`src/rtl/team_06_echo_pkg.sv`:
```
// Shared types, default sizes and arithmetic helpers for the team_06 echo family.
package team_06_echo_pkg;

  typedef enum logic [1:0] {
    IDLE   = 2'd0,
    RD_REQ = 2'd1,
    MIX    = 2'd2,
    WR_REQ = 2'd3
  } echo_state_e;

  localparam int DEF_SAMPLE_W    = 8;
  localparam int DEF_ADDR_W      = 13;
  localparam int DEF_DECAY_SHIFT = 1;
  localparam int DEF_TIMEOUT_CYC = 64;
  localparam int SAT_MAX_W       = 32;

  // Unsigned add clamped to the all-ones value of a w-bit word (w <= SAT_MAX_W).
  function automatic logic [SAT_MAX_W-1:0] sat_add(
    input logic [SAT_MAX_W-1:0] a,
    input logic [SAT_MAX_W-1:0] b,
    input int unsigned          w
  );
    logic [SAT_MAX_W:0] sum;
    logic [SAT_MAX_W:0] lim;
    sum = {1'b0, a} + {1'b0, b};
    lim = ({{SAT_MAX_W{1'b0}}, 1'b1} << w) - {{SAT_MAX_W{1'b0}}, 1'b1};
    if (sum > lim) begin
      sat_add = lim[SAT_MAX_W-1:0];
    end else begin
      sat_add = sum[SAT_MAX_W-1:0];
    end
  endfunction

endpackage

```
`src/rtl/team_06_echo_mixer.sv`:
```
// Combinational echo mixer: attenuates the past sample by a right shift and
// adds it to the current sample with saturation.
module team_06_echo_mixer
  import team_06_echo_pkg::*;
#(
  parameter int W     = DEF_SAMPLE_W,
  parameter int SHIFT = DEF_DECAY_SHIFT
) (
  input  logic [W-1:0] i_audio,
  input  logic [W-1:0] i_past,
  output logic [W-1:0] o_mix
);

  logic [W-1:0] w_past_sh;

  assign w_past_sh = i_past >> SHIFT;
  assign o_mix     = W'(sat_add(SAT_MAX_W'(i_audio), SAT_MAX_W'(w_past_sh), W));

endmodule

```
`src/rtl/team_06_echo_engine.sv`:
```
// Echo engine: circular history in external RAM, read-mix-write per sample.
// Optional memory ack timeout is enabled by defining TEAM_06_ECHO_TIMEOUT_EN.
module team_06_echo_engine
  import team_06_echo_pkg::*;
#(
  parameter int SAMPLE_W    = DEF_SAMPLE_W,
  parameter int ADDR_W      = DEF_ADDR_W,
  parameter int DECAY_SHIFT = DEF_DECAY_SHIFT,
  parameter int TIMEOUT_CYC = DEF_TIMEOUT_CYC
) (
  input  logic                clk,
  input  logic                rst,
  input  logic                sample_valid,
  input  logic [SAMPLE_W-1:0] audio_in,
  input  logic                echo_en,
  input  logic                feedback,
  input  logic [ADDR_W-1:0]   delay,
  output logic                mem_req,
  output logic                mem_we,
  output logic [ADDR_W-1:0]   mem_addr,
  output logic [SAMPLE_W-1:0] mem_wdata,
  input  logic [SAMPLE_W-1:0] mem_rdata,
  input  logic                mem_ack,
  output logic [SAMPLE_W-1:0] echo_out,
  output logic                out_valid,
  output logic                busy,
`ifdef TEAM_06_ECHO_TIMEOUT_EN
  output logic                mem_timeout,
`endif
  output logic                overrun
);

  localparam logic [ADDR_W-1:0]   A_ZERO = {ADDR_W{1'b0}};
  localparam logic [ADDR_W-1:0]   A_ONE  = {{(ADDR_W-1){1'b0}}, 1'b1};
  localparam logic [ADDR_W-1:0]   A_MAX  = {ADDR_W{1'b1}};
  localparam logic [SAMPLE_W-1:0] S_ZERO = {SAMPLE_W{1'b0}};

  echo_state_e         r_state, w_state_nxt;
  logic [SAMPLE_W-1:0] r_audio, w_audio_nxt;
  logic [SAMPLE_W-1:0] r_past, w_past_nxt;
  logic [SAMPLE_W-1:0] r_echo_out, w_echo_out_nxt;
  logic [SAMPLE_W-1:0] r_mem_wdata, w_mem_wdata_nxt;
  logic                r_echo_en, w_echo_en_nxt;
  logic                r_feedback, w_feedback_nxt;
  logic [ADDR_W-1:0]   r_wr_ptr, w_wr_ptr_nxt;
  logic [ADDR_W-1:0]   r_fill, w_fill_nxt;
  logic [ADDR_W-1:0]   r_mem_addr, w_mem_addr_nxt;
  logic                r_mem_req, w_mem_req_nxt;
  logic                r_mem_we, w_mem_we_nxt;
  logic                r_out_valid, w_out_valid_nxt;
  logic                r_overrun, w_overrun_nxt;
  logic                r_busy;
  logic [SAMPLE_W-1:0] w_mix_raw;
  logic [SAMPLE_W-1:0] w_mix;
  logic                w_tmo_hit;

  team_06_echo_mixer #(
    .W     (SAMPLE_W),
    .SHIFT (DECAY_SHIFT)
  ) u_mixer (
    .i_audio (r_audio),
    .i_past  (r_past),
    .o_mix   (w_mix_raw)
  );

  assign w_mix = r_echo_en ? w_mix_raw : r_audio;

`ifdef TEAM_06_ECHO_TIMEOUT_EN
  localparam int              TMO_W    = $clog2(TIMEOUT_CYC + 1);
  localparam logic [TMO_W-1:0] TMO_LAST = TMO_W'(TIMEOUT_CYC - 1);

  logic [TMO_W-1:0] r_tmo_cnt;
  logic             r_mem_timeout;
  logic             w_in_req;

  assign w_in_req  = (r_state == RD_REQ) || (r_state == WR_REQ);
  assign w_tmo_hit = w_in_req && !mem_ack && (r_tmo_cnt == TMO_LAST);

  // Ack wait counter restarts on every entry into a request state.
  always_ff @(posedge clk) begin
    if (rst) begin
      r_tmo_cnt     <= {TMO_W{1'b0}};
      r_mem_timeout <= 1'b0;
    end else begin
      if (w_in_req && (w_state_nxt == r_state)) begin
        r_tmo_cnt <= r_tmo_cnt + {{(TMO_W-1){1'b0}}, 1'b1};
      end else begin
        r_tmo_cnt <= {TMO_W{1'b0}};
      end
      r_mem_timeout <= r_mem_timeout | w_tmo_hit;
    end
  end

  assign mem_timeout = r_mem_timeout;
`else
  assign w_tmo_hit = 1'b0;
`endif

  // Next-state and next-output logic; all memory port values are registered.
  always_comb begin
    w_state_nxt     = r_state;
    w_audio_nxt     = r_audio;
    w_echo_en_nxt   = r_echo_en;
    w_feedback_nxt  = r_feedback;
    w_past_nxt      = r_past;
    w_wr_ptr_nxt    = r_wr_ptr;
    w_fill_nxt      = r_fill;
    w_mem_req_nxt   = r_mem_req;
    w_mem_we_nxt    = r_mem_we;
    w_mem_addr_nxt  = r_mem_addr;
    w_mem_wdata_nxt = r_mem_wdata;
    w_echo_out_nxt  = r_echo_out;
    w_out_valid_nxt = 1'b0;
    w_overrun_nxt   = r_overrun | (sample_valid & (r_state != IDLE));

    case (r_state)
      IDLE: begin
        if (sample_valid) begin
          w_audio_nxt    = audio_in;
          w_echo_en_nxt  = echo_en;
          w_feedback_nxt = feedback;
          w_past_nxt     = S_ZERO;
          // Tap is only valid once enough history has been written.
          if (echo_en && (delay != A_ZERO) && (r_fill >= delay)) begin
            w_state_nxt    = RD_REQ;
            w_mem_req_nxt  = 1'b1;
            w_mem_we_nxt   = 1'b0;
            w_mem_addr_nxt = r_wr_ptr - delay;
          end else begin
            w_state_nxt = MIX;
          end
        end else begin
          w_state_nxt = IDLE;
        end
      end
      RD_REQ: begin
        if (mem_ack) begin
          w_past_nxt    = mem_rdata;
          w_state_nxt   = MIX;
          w_mem_req_nxt = 1'b0;
        end else if (w_tmo_hit) begin
          w_past_nxt    = S_ZERO;
          w_state_nxt   = MIX;
          w_mem_req_nxt = 1'b0;
        end else begin
          w_state_nxt = RD_REQ;
        end
      end
      MIX: begin
        w_echo_out_nxt  = w_mix;
        w_out_valid_nxt = 1'b1;
        w_mem_wdata_nxt = r_feedback ? w_mix : r_audio;
        w_mem_addr_nxt  = r_wr_ptr;
        w_mem_we_nxt    = 1'b1;
        w_mem_req_nxt   = 1'b1;
        w_state_nxt     = WR_REQ;
      end
      WR_REQ: begin
        if (mem_ack) begin
          w_wr_ptr_nxt  = r_wr_ptr + A_ONE;
          w_fill_nxt    = (r_fill == A_MAX) ? A_MAX : (r_fill + A_ONE);
          w_state_nxt   = IDLE;
          w_mem_req_nxt = 1'b0;
          w_mem_we_nxt  = 1'b0;
        end else if (w_tmo_hit) begin
          w_state_nxt   = IDLE;
          w_mem_req_nxt = 1'b0;
          w_mem_we_nxt  = 1'b0;
        end else begin
          w_state_nxt = WR_REQ;
        end
      end
      default: begin
        w_state_nxt   = IDLE;
        w_mem_req_nxt = 1'b0;
        w_mem_we_nxt  = 1'b0;
      end
    endcase
  end

  // State and registered outputs.
  always_ff @(posedge clk) begin
    if (rst) begin
      r_state     <= IDLE;
      r_audio     <= S_ZERO;
      r_echo_en   <= 1'b0;
      r_feedback  <= 1'b0;
      r_past      <= S_ZERO;
      r_wr_ptr    <= A_ZERO;
      r_fill      <= A_ZERO;
      r_mem_req   <= 1'b0;
      r_mem_we    <= 1'b0;
      r_mem_addr  <= A_ZERO;
      r_mem_wdata <= S_ZERO;
      r_echo_out  <= S_ZERO;
      r_out_valid <= 1'b0;
      r_overrun   <= 1'b0;
      r_busy      <= 1'b0;
    end else begin
      r_state     <= w_state_nxt;
      r_audio     <= w_audio_nxt;
      r_echo_en   <= w_echo_en_nxt;
      r_feedback  <= w_feedback_nxt;
      r_past      <= w_past_nxt;
      r_wr_ptr    <= w_wr_ptr_nxt;
      r_fill      <= w_fill_nxt;
      r_mem_req   <= w_mem_req_nxt;
      r_mem_we    <= w_mem_we_nxt;
      r_mem_addr  <= w_mem_addr_nxt;
      r_mem_wdata <= w_mem_wdata_nxt;
      r_echo_out  <= w_echo_out_nxt;
      r_out_valid <= w_out_valid_nxt;
      r_overrun   <= w_overrun_nxt;
      r_busy      <= (w_state_nxt != IDLE);
    end
  end

  assign mem_req   = r_mem_req;
  assign mem_we    = r_mem_we;
  assign mem_addr  = r_mem_addr;
  assign mem_wdata = r_mem_wdata;
  assign echo_out  = r_echo_out;
  assign out_valid = r_out_valid;
  assign busy      = r_busy;
  assign overrun   = r_overrun;

endmodule

```
`config.mk`:
```
export PLATFORM = sky130hd
export DESIGN_NAME = team_06_echo_engine
export DESIGN_NICKNAME = d
export VERILOG_FILES = /design/src/rtl/team_06_echo_pkg.sv /design/src/rtl/team_06_echo_mixer.sv /design/src/rtl/team_06_echo_engine.sv
export SDC_FILE = /design/constraint.sdc
export NUM_CORES = 1
export LEC_CHECK = 0
export ABC_AREA = 1
export BUFFER_PORTS_ARGS = -buffer_cell sky130_fd_sc_hd__clkbuf_2
export CORE_ASPECT_RATIO = 1.75
export CORE_MARGIN = 10
export CORE_UTILIZATION = 45
export DETAILED_ROUTE_END_ITERATION = 8
export PLACE_DENSITY = 0.68
export SLEW_MARGIN = 10
export SYNTH_ARGS = -nofsm -noshare
export SYNTH_HDL_FRONTEND = slang
export SYNTH_SLANG_ARGS = --single-unit
```
`constraint.sdc`:
```
create_clock -name clk -period 2.4 [get_ports clk]
set_input_delay 0.48 -clock clk [delete_from_list [all_inputs] [get_ports clk]]
set_output_delay 0.48 -clock clk [all_outputs]
set_load 0.05 [all_outputs]
```
; ---- Word-level counts from Yosys, hierarchy flattened
; Cells that the tools add are included.
[word_totals]
ff_bits = 80
in_bits = 35
output_inout_bits = 34
[op_classes]
n_addsub = 4
order_cmp = 2
eq_ne = 9
mux = 23
n_bitwise = 2
reduce_logical = 16
[ops]
columns = operator, count
row1 = 2-to-1 mux 8 bit, 5
row2 = 2-to-1 mux 13 bit, 3
row3 = "adder 13 x 1 -> 13 bit, second input constant", 2
row4 = one-hot mux 13 bit (2 select lines), 1
row5 = one-hot mux 8 bit (2 select lines), 1
row6 = "== test 13 bit, second input constant", 1
row7 = >= comparator 13 bit, 1
row8 = nonzero test 13 bit, 1
row9 = subtractor 13 bit, 1
row10 = adder 8 x 7 -> 9 bit, 1
row11 = "greater-than comparator 9 x 8 -> 1 bit, second input constant", 1
row12 = AND reduction 3 bit, 3
row13 = 2-to-1 mux 2 bit, 4
row14 = "!= test 2 bit, second input constant", 4
row15 = one-hot mux 2 bit (4 select lines), 1
row16 = nonzero test 2 bit, 4
row17 = 2-to-1 mux 1 bit, 6
row18 = one-hot mux 1 bit (3 select lines), 2
row19 = "== test 2 bit, second input constant", 2
row20 = AND reduction 2 bit, 2
row21 = AND reduction 4 bit, 1
row22 = nonzero test 3 bit, 1
row23 = "== test 2 x 1 -> 1 bit, second input constant", 1
row24 = logical AND 1 bit, 2
row25 = other kinds (5), 5

; ---- Depth between registers and ports, before layout
[depth]
ltp_word = 7
mapped_depth = 15

; ---- Cells and area by module
; A second synthesis with hierarchy kept.
[unflattened]
cells_unflattened = 720
hier_area_um2 = 4858.4
[modules_own_cells]
columns = mod, n_inst, cells_per_inst, area_each_um2, seq_area_each_um2
row1 = team_06_echo_engine, 1, 652, 4454.3, 1601.5
row2 = team_06_echo_mixer, 1, 68, 404.1, 0.0

; ---- Least setup slack after synthesis
; Ideal clock, no wire load.
[synth_timing]
kind = input to register
from = input delay[0]
to = register r_mem_addr[8] (netlist: mem_addr[8])
setup_ns = 0.114
arrival_time_ns = 1.852
path_slack_ns = 0.434
cell_stages = 13
cell_sequence = ha_1 > fa_1 > inv_1 > nand3_1 > nand3_1 > nand3_1 > nand2_1 > nand2_1 > nand3_1 > nand2_1 > nand3b_1 > nand2_1 > nor2_1
[synth_between]
elab_chain_cells = 5
word_cells_on_any_way = 10
cone_classes = add/sub (1) / order compare (1) / eq/ne (1) / mux (3) / reduce/logical (4)
[synth_rtl]
columns = element, line_no
row1 = "start, declared", team_06_echo_engine.sv:17  ; input logic [ADDR_W-1:0] delay,
row2 = "parallel branches: the longest is 5 deep, another holds subtractor 13 bit", --
row3 = "end signal, assigned", team_06_echo_engine.sv:209  ; r_mem_addr <= w_mem_addr_nxt;
row4 = "end, declared", team_06_echo_engine.sv:47  ; logic [ADDR_W-1:0] r_mem_addr, w_mem_addr_nxt;
; Several ways; the timed one is not identified. The select of a mux whose other input is x is not followed.
; A chain may end at the register's enable or synchronous reset.

; ---- Worst setup path in the final report
[layout_timing]
from = register r_audio[0]
to = register r_mem_wdata[6] (netlist: mem_wdata[6])
[layout_between]
elab_chain_cells = 5
[layout_rtl]
columns = element, line_no
row1 = "start, declared", team_06_echo_engine.sv:39  ; logic [SAMPLE_W-1:0] r_audio, w_audio_nxt;
row2 = "start signal, assigned", team_06_echo_engine.sv:201  ; r_audio <= w_audio_nxt;
row3 = adder 8 x 7 -> 9 bit (*), team_06_echo_pkg.sv:25  ; sum = {1'b0, a} + {1'b0, b};
row4 = greater-than comparator 9 x 8 -> 1 bit, team_06_echo_pkg.sv:27  ; if (sum > lim) begin
row5 = 2-to-1 mux 8 bit (*), team_06_echo_pkg.sv:27
row6 = 2-to-1 mux 8 bit (*), team_06_echo_engine.sv:66  ; assign w_mix = r_echo_en ? w_mix_raw : r_audio;
row7 = 2-to-1 mux 8 bit (*), team_06_echo_engine.sv:152  ; w_mem_wdata_nxt = r_feedback ? w_mix : r_audio;
row8 = "end signal, assigned", team_06_echo_engine.sv:210  ; r_mem_wdata <= w_mem_wdata_nxt;
row9 = "end, declared", team_06_echo_engine.sv:42  ; logic [SAMPLE_W-1:0] r_mem_wdata, w_mem_wdata_nxt;
; Mark *: on every way between the ends. The rest lies on a longest branch, timed or not.

==> results.md <==
* Async SR Flop Fraction at 0%
* Synth Area in Simple Gates at 32.9%
* Initial core utilization at 45.5%
* TNS Setup at 0 ns
* Sequential cell area at 0.00158 mm^2
* Post-synth EDFFs at 0
* DRT iter0 DRCs at 226
* Ys flop type: dfxtp_1
* Largest family of logic cells by synthesized area: simple AND/OR/NAND/NOR gates
* Gr ovfl total at 0
* CP max FO at 4
* CP Cell Sequence: ha_1 > fa_1 > nand3_1 > nand3_1 > nand4_1 > nand2_1 > nor2_2 > nand2_1 > o21ai_0 > nand2_1 > nand2_1 > a21oi_1
* CTS tree: built
* Synth-to-layout area growth at 16.7%
* Worst Skew at 0.00791 ns
* Max stage delay on crit path at 0.44 ns
* Routed wire length at 14500 um
* PD cells at 685 mW/mm^2
* Remaining routing DRC violations at 0
* Antenna diodes at 0
* Crit-path slowest cell: fa_1
* Multi-input gate area at 0.00295 mm^2
* Post-CTS Setup Inserts at 0
* Setup violators final at 0
* Clock Tree Buf Depth at 2
* Most Frequent Cell on Critical Path: nand2_1
* Vias at 4951
* Max_slew headroom at 29.8%
* Gr usage total at 18.2%
* Io pins at 69
* Final hold vios at 0
* Num CTS Buffers at 9
* Pre-antenna DRT Iters at 6
* Top-count cell post-synth: nand2_1
* Compound-Gate Fraction of Synth Area at 13.2%
* Fmax at 456 MHz
* Worst EP arrival at 2.41 ns
* Synth top area cells: dfxtp_1 31%, nand2_1 13%, ha_1 8.5%
* Final core utilization at 53.1%
* Latest clock arrival within the worst-skew pair at 0.34 ns
* FP Rows at 51
* Ys Warns at 0
* Detailed Place HPWL at 11500 um
* Clock transition at the registers of the reported paths at 0.06 ns
* Post-synthesis net count at 811
* Fin nets at 880
* IO buf count at 67
* Global-route wire length before repair at 23600 um
* RSZ-0062 raised after global routing: false
* Pleak at 2.93 nW
* Final period utilization at 91.4%
* Mean post-synth cell area at 6.79 um^2
* Largest net degree at the start of global routing at 37
* Number of global-route vias before repair at 4981
* Crit start category: register
* Netlist cell types at 42
* Clk sinks at 79
* Proportion of synthesized area in mux cells at 0.398%
* CTS root buf: clkbuf_16
* H-Tree Depth at 3
* Synthesized flop and latch total at 79
* Slew Limit Fails at 0
* CP required at 2.61 ns
* Die W at 99.9 um
* Post-synthesis cell count at 740
* Min cycle time layout at 2.19 ns
* Synth Area in XOR/XNOR at 2.79%
* ANT nets after route at 0
* Post-Syn Area at 0.00502 mm^2
* Initial antenna violation count at 0
* Final instance area at 0.00586 mm^2
* Share of post-route cells with drive strength above 1 at 16.0%
* Critical path class: register to register
* Synth cell count leaders: 172 x nand2_1, 102 x inv_1, 83 x nor2_1
* Placed Area at 0.00553 mm^2
* Adder-Cell Fraction of Synth Area at 9.26%
* Top-area cell type share of the netlist area at 31.5%
* Sequential area share after synthesis at 31.5%
* Worst Hold Class: input pin to register
* Fillers at 1108
* Max-Cap Viols at 0
* Inst Count DP at 930
* GP Congestion at 0.911
* Worst vdd ir at 0.449 mV
* Average vias per placed instance at 5.23
* WL per Instance at 15.3 um
* Core Region at 0.0110 mm^2
* Status: completed
* Worst-Margin Slew at 1.05 ns
* Die Y-Extent at 160 um
* Final Total Pwr at 4.02 mW
* Non-Filler Instances at 946
* Element type at the critical path end: register
* Cell taking the most area after synthesis: dfxtp_1
* Die area at 0.0160 mm^2
## logic make-up (layout without fill, tap and decap cells)
| logic type | count (synthesis) | count (layout) |
|---|---|---|
| AOI/OAI and AO/OA | 126 | 126 |
| xor gates and xnor gates | 16 | 16 |
| adders and majority gates | 36 | 36 |
| buffers and inverters | 127 | 201 |
| DFF | 79 | 79 |
| muxes | 2 | 2 |
| and+or+nand+nor | 354 | 354 |
## flip-flops by register name (all words and copies together), names as in the netlist, 2 cells and up
register	count
mem_addr	13
r_fill	13
r_wr_ptr	13
echo_out	8
mem_wdata	8
r_audio	8
r_past	7
r_state	2
## power breakdown
group	total, mW	switching, mW	internal [mW]
registers	1.51	0.0822	1.42
clock network	1.52	0.575	0.945
logic	0.992	0.717	0.275
total	4.02	1.37	2.64
## cell usage in the layout, fill, tap and decap left out, types with 3 or more instances in the layout
master     count
nor2_2         4
nor2_1        81
a21oi_1       69
dfxtp_1       79
nand3b_1       3
xor2_1         9
nand4_1       18
or2_2          3
ha_1          34
nand2_1      172
inv_1        102
nand3_2        5
a21oi_2        3
nor2_4         4
o21ai_0       39
nand2_4        3
o22ai_1        6
nand3_1       41
nand2_2        3
buf_4         11
a31oi_1        3
clkbuf_2      67
clkbuf_16      9
xnor2_1        7
nor3_1         9
## per-stage QoR
step / setup slack (ns) / hold WS (ns)
global route: 0.0225 / 0.369
global placement: 0.119 / 0.451
finish: 0.206 / 0.363
CTS: 0.170 / 0.358
detailed placement: 0.0664 / 0.459
floorplan: 0.434 / 0.458
## metal layers
layer  global-route usage [%]  wire [um]
met5                        0          0
met2                     33.9       7750
met1                     17.1       5230
met3                     3.80        702
met4                     11.9        824
## final timing paths
path                                     end  slack, ns    startpoint  depth (start not counted)
worst max-delay path            mem_wdata[6]       0.21    r_audio[0]                         12
worst min register to register  mem_wdata[0]       0.47  mem_wdata[0]                          2
worst max register to register  mem_wdata[6]       0.21    r_audio[0]                         12
worst min-delay path              r_audio[1]       0.36   audio_in[1]                          3
## cell type report
class	instances	area share, %
timing repair buffer	79	7.47
inverter	106	6.83
tap	132	2.82
sequential	79	27.0
multi-input combinational	534	50.3
clock inverter	6	1.58
clock buffer	10	4.08
## worst max-delay path, delay by kind of cell (launching register included)
kind,cells,cell delay (ns)
AND/OR/NAND/NOR,8,0.84
adder cells (fa/ha/maj),2,0.68
flip-flops,1,0.32
AO/OA/AOI/OAI,2,0.22
## timing repair
item / 4_1_cts / 5_1_grt
resized for setup: 0 / 1
endpoints found under the setup margin: 0 / 1
hold buffers: 0 / 0
No activity file was read; power rests on OpenSTA's default activity.
